$ cat src/rtl/lab7_fifo_queue.sv
`default_nettype none
// ============================================================================
//  Module      : lab7_fifo_queue
//  Description : Synchronous FIFO queue with occupancy flags and one-cycle
//                overflow/underflow pulses; registered read data.
//  Revision    : 1.0 - initial release
// ============================================================================
module lab7_fifo_queue #(
    parameter  int DATA_WIDTH = 8,
    parameter  int FIFO_DEPTH = 4,
    localparam int PTR_WIDTH  = $clog2(FIFO_DEPTH)
) (
    input  logic                  clock,
    input  logic                  reset,
    input  logic                  push,
    input  logic                  pop,
    input  logic [DATA_WIDTH-1:0] write_data,
    output logic [DATA_WIDTH-1:0] read_data,
    output logic                  empty,
    output logic                  full,
    output logic [PTR_WIDTH:0]    count,
    output logic                  overflow,
    output logic                  underflow
);

    localparam logic [PTR_WIDTH:0]   c_DEPTH   = (PTR_WIDTH+1)'(FIFO_DEPTH);
    localparam logic [PTR_WIDTH-1:0] c_PTR_ONE = PTR_WIDTH'(1);
    localparam logic [PTR_WIDTH:0]   c_CNT_ONE = (PTR_WIDTH+1)'(1);

    logic [DATA_WIDTH-1:0] r_mem [FIFO_DEPTH];
    logic [PTR_WIDTH-1:0]  r_head;
    logic [PTR_WIDTH-1:0]  r_tail;
    logic [PTR_WIDTH:0]    r_count;
    logic [DATA_WIDTH-1:0] r_read_data;
    logic                  r_overflow;
    logic                  r_underflow;

    logic                  w_empty;
    logic                  w_full;
    logic                  w_do_push;
    logic                  w_do_pop;

    assign w_empty   = (r_count == '0);
    assign w_full    = (r_count == c_DEPTH);
    // A pop on a full queue frees the slot the simultaneous push reuses.
    assign w_do_push = push & (~w_full | pop);
    assign w_do_pop  = pop & ~w_empty;

    // Storage is deliberately not reset; pointers define what is valid.
    always_ff @(posedge clock) begin
        if (w_do_push) begin
            r_mem[r_tail] <= write_data;
        end
    end

    always_ff @(posedge clock or negedge reset) begin
        if (!reset) begin
            r_head      <= '0;
            r_tail      <= '0;
            r_count     <= '0;
            r_read_data <= '0;
            r_overflow  <= 1'b0;
            r_underflow <= 1'b0;
        end else begin
            r_overflow  <= push & w_full & ~pop;
            r_underflow <= pop & w_empty;
            if (w_do_push) begin
                r_tail <= r_tail + c_PTR_ONE;
            end
            if (w_do_pop) begin
                r_read_data <= r_mem[r_head];
                r_head      <= r_head + c_PTR_ONE;
            end
            case ({w_do_push, w_do_pop})
                2'b10:   r_count <= r_count + c_CNT_ONE;
                2'b01:   r_count <= r_count - c_CNT_ONE;
                default: r_count <= r_count;
            endcase
        end
    end

    assign read_data = r_read_data;
    assign empty     = w_empty;
    assign full      = w_full;
    assign count     = r_count;
    assign overflow  = r_overflow;
    assign underflow = r_underflow;

endmodule
`default_nettype wire

$ cat config.mk
export PLATFORM = sky130hd
export DESIGN_NAME = lab7_fifo_queue
export DESIGN_NICKNAME = d
export VERILOG_FILES = /design/src/rtl/lab7_fifo_queue.sv
export SDC_FILE = /design/constraint.sdc
export NUM_CORES = 1
export LEC_CHECK = 0
export ABC_CLOCK_PERIOD_IN_PS = 2500
export CELL_PAD_IN_SITES_DETAIL_PLACEMENT = 1
export CELL_PAD_IN_SITES_GLOBAL_PLACEMENT = 2
export CORE_UTILIZATION = 41
export CTS_BUF_LIST = sky130_fd_sc_hd__clkbuf_4 sky130_fd_sc_hd__clkbuf_8
export DETAILED_ROUTE_END_ITERATION = 12
export GPL_ROUTABILITY_DRIVEN = 1
export PLACE_DENSITY_LB_ADDON = 0.2
export SLEW_MARGIN = 25
export SYNTH_ARGS = -nofsm -noshare
export SYNTH_HDL_FRONTEND = slang
export SYNTH_SLANG_ARGS = --single-unit
export TNS_END_PERCENT = 1
$ cat constraint.sdc
create_clock -name clock -period 2.5 [get_ports clock]
set_clock_uncertainty 0.1 [all_clocks]
set_input_delay 0.625 -clock clock [delete_from_list [all_inputs] [get_ports clock]]
set_output_delay 0.625 -clock clock [all_outputs]
set_load 0.01 [all_outputs]
==> summary.txt <==
GRT
  – Largest net degree at the start of global routing: 18
  – Gr usage total: between 10% and 20%
  – First-pass GRT wire length: 5.55 mm
  – Vias in the first global route: roughly 1.1k
  – Initial antenna violation count: 0
  – Gr ovfl total: 0

Synthesis
  – Post-synthesis cell type count: 22
  – Synthesized Nets: ~140
  – FFs w/ async S/R, synth: between 30% and 40%
  – Synth warnings: 0
  – Mean Syn Cell Area: around 17 µm²
  – Cells after Synth: approximately 120
  – Synth Cell Area: ~0.0020 mm²
  – Synthesis-stage register bit count: a little under 50
  – Sequential cell area fraction in the yosys report: ~71%
  – Synth Flop Type: edfxtp_1
  – Post-synth EDFFs: 32

Pwr
  – Clock power frac: about a fifth
  – Psw: a little over 800 µW
  – Int Power: approximately 1.9 mW
  – PwrDens: 1120 mW/mm²
  – Leakage: between 0.9 and 1 nW
  – Combinational share of power: between 30% and 40%
  – Switching fraction of total power: between 20% and 30%
  – Flop pwr share: between 40% and 50%
  – Maximum vdd ir drop: 0.415 mV

Cells and area
  – Nets: between 150 and 200
  – Antenna diode count: 0
  – Layout cells sized above 1: between 10% and 20%
  – Syn-to-layout area delta: 25.9%
  – Finished Cell Area: about 0.0025 mm²
  – Fin util: between 50% and 60%

Critical path
  – Cells along the critical path: nor3_1, clkdlybuf4s50_1
  – Setup crit start kind: flip-flop
  – Crit-path max cell delay: 570 ps
  – Crit path buf inv count: 1
  – CP arrival: about 1600 ps
  – Crit-path max FO: 6
  – FF-to-FF path depth: 9
  – CP max stage cell: clkdlybuf4s50_1
  – Critical path origin: count[0]$_DFFE_PN0P_
  – FF-to-FF End: count[2]$_DFFE_PN0P_
  – Critical path's top delay family: buffers and inverters
  – R2R Path Start: count[0]$_DFFE_PN0P_
  – Critical path type: reg -> out
  – Critical path depth in cells: 2
  – Setup slack, reg-to-reg: 300 ps
  – Data required, critical path: ~1800 ps
  – Crit. End Element: output port

Min path
  – Hold Crit Depth: 2
  – Hold path start: read_data[6]$_DFFE_PN0P_
  – Hold Path Class: reg -> reg
  – Hold Crit Endpoint: read_data[6]$_DFFE_PN0P_

Route
  – Via density: about 4.9
  – Final WL: between 3 and 4 mm
  – Detail Route Antenna Nets: 0
  – DRC viols: 2
  – Drt pass-1 iters: 10
  – DR WL/cell: around 16 µm
  – DRT iter0 DRCs: 37
  – Via count: 1,026

Floorplanning
  – Die X: roughly 71 µm
  – IO Count: 27
  – Row count: 24
  – Die ar.: approximately 0.0050 mm²
  – Core Box Area: ~0.0045 mm²
  – Die height: around 71 µm
  – Starting Density: 43.7%

CTS
  – Clk_lat worst skew: between 200 and 300 ps
  – TritonCTS buffer count: 5
  – Clk buf depth: 2
  – Htree depth: 2
  – Clock sink total: about 50
  – Clk slew on worst S/H paths: around 90 ps
  – CTS tree: yes
  – CTS root buffer: clkbuf_8

Place
  – HPWL after detailed placement: ~2.4 mm
  – IO buf count: 26
  – GPL Wtd Cong: approximately 0.67
  – Cell Area, Placed: between 0.002 and 0.0025 mm²

STA
  – Final Hold Viols: 0
  – Relative slew slack: between 50% and 60%
  – Fmax: 425 MHz
  – Final Slew Violations: 0
  – Final min period: roughly 2400 ps
  – Tcrit/Tclk final: a little over nine tenths
  – Setup violators final: 0
  – RSZ-0062 raised after global routing: false
  – Worst slew pin tran: 603 ps

Status
  – Status: complete, but fails checks
  – Failing checks: DRC

Run
  – Total of max-cap violations: 0
-- how the worst max path moves through the flow --
stage	slack, ps	to
after detailed placement	-300	count[2]$_DFFE_PN0P_
after CTS	2	count[2]$_DFFE_PN0P_
after global placement	-190	count[2]$_DFFE_PN0P_
after global routing	40	empty
final	150	empty
after floorplan	310	count[2]$_DFFE_PN0P_
-- logic make-up (layout without fill, tap and decap cells) --
family                     count (synthesis)  in the layout  share of synthesized area [%]
adders and majority gates                  6              6                           4.23
AOI/OAI and AO/OA                          1              1                           1.09
xor gates and xnor gates                   6              6                           2.69
and+or+nand+nor                           36             36                           8.84
muxes                                     10             10                           10.3
DFF                                       49             49                           70.9
buffers and inverters                      9             50                           1.92
-- power by group through the flow --
stage	Sequential (mW)	Combinational (mW)	Clock, mW
after floorplan	1.28	0.536	0
after global placement	1.32	0.888	0
after detailed placement	1.34	0.919	0
after CTS	1.32	0.919	0.571
after global routing	1.35	1.00	0.593
final	1.31	0.902	0.547
-- cell usage in the layout (no fill, tap or decap) --
cell / count
mux2_1: 1
inv_4: 1
nor2b_2: 1
nor4b_4: 1
and3_1: 1
nand2_2: 1
nor2_1: 1
buf_4: 9
clkdlybuf4s50_1: 25
dfrtp_1: 17
dlymetal6s2s_1: 1
and2_1: 6
clkbuf_4: 1
mux4_2: 8
mux2i_1: 1
nor3_1: 1
xnor2_1: 4
o31ai_4: 1
ha_1: 5
fa_1: 1
bufinv_16: 1
xor2_1: 2
inv_1: 6
clkbuf_8: 5
clkinv_1: 1
edfxtp_1: 32
nand2_1: 24
-- final cells by class --
| class | count | area, µm² |
|---|---|---|
| flip-flops and latches | 49 | 1390 |
| well taps | 52 | 65.1 |
| clock buffers | 6 | 76.3 |
| clock inverters | 2 | 33.8 |
| fillers | 418 | 2010 |
| multi-input cells | 59 | 539 |
| inverters | 7 | 28.8 |
| repair buffers | 35 | 330 |
-- what timing repair did --
action / 4_1_cts / 5_1_grt
resized for setup: 0 / 2
setup buffers: 0 / 0
setup endpoints to repair: 0 / 1
hold buffers: 0 / 0
hold endpoints to repair: 0 / 0
-- state kept, by name, indices dropped and copies added (netlist names) --
| signal | cells |
|---|---|
| r_mem | 32 |
| read_data | 8 |
| count | 3 |
| r_head | 2 |
| r_tail | 2 |
| overflow | 1 |
| underflow | 1 |
-- layer usage --
metal | vias to the layer above | GRT usage, % | share of wire (%)
met4 | 0 | 6.00 | 1.2
li1 | 489 | - | -
met5 | - | 0 | 0
met1 | 507 | 18.3 | 44
met3 | 4 | 3.56 | 3.1
met2 | 26 | 26.2 | 51
-- metrics by stage --
step           cells  setup TNS, ps  setup WS [ps]  power (mW)  hold WS (ps)
3_3_place_gp     202           -204           -190        2.21           360
2_1_floorplan    117              0            315        1.81           229
6_report         210              0            145        2.76           375
3_5_place_dp     202           -396           -302        2.26           363
4_1_cts          210              0           2.34        2.81           384
5_1_grt          210              0           42.5        2.95           404
-- worst register-to-register path, cell delays in order, from the launching register on --
cell and delay [ps]:
dfrtp_1 500, nor4b_4 350, nor2b_2 80, inv_1 60
ha_1 180, inv_1 60, fa_1 370, xor2_1 150
nor2_1 110, xor2_1 150
-- synthesized netlist by cell type (2+ instances only) --
cell type   n  area share [%]
and2_1      6             1.9
dfrtp_1    17              22
edfxtp_1   32              49
ha_1        5             3.2
inv_1       6             1.2
mux4_2      8             9.2
nand2_1    24             4.6
xnor2_1     4             1.8
xor2_1      2            0.90
Power figures use the tool's default switching activity.
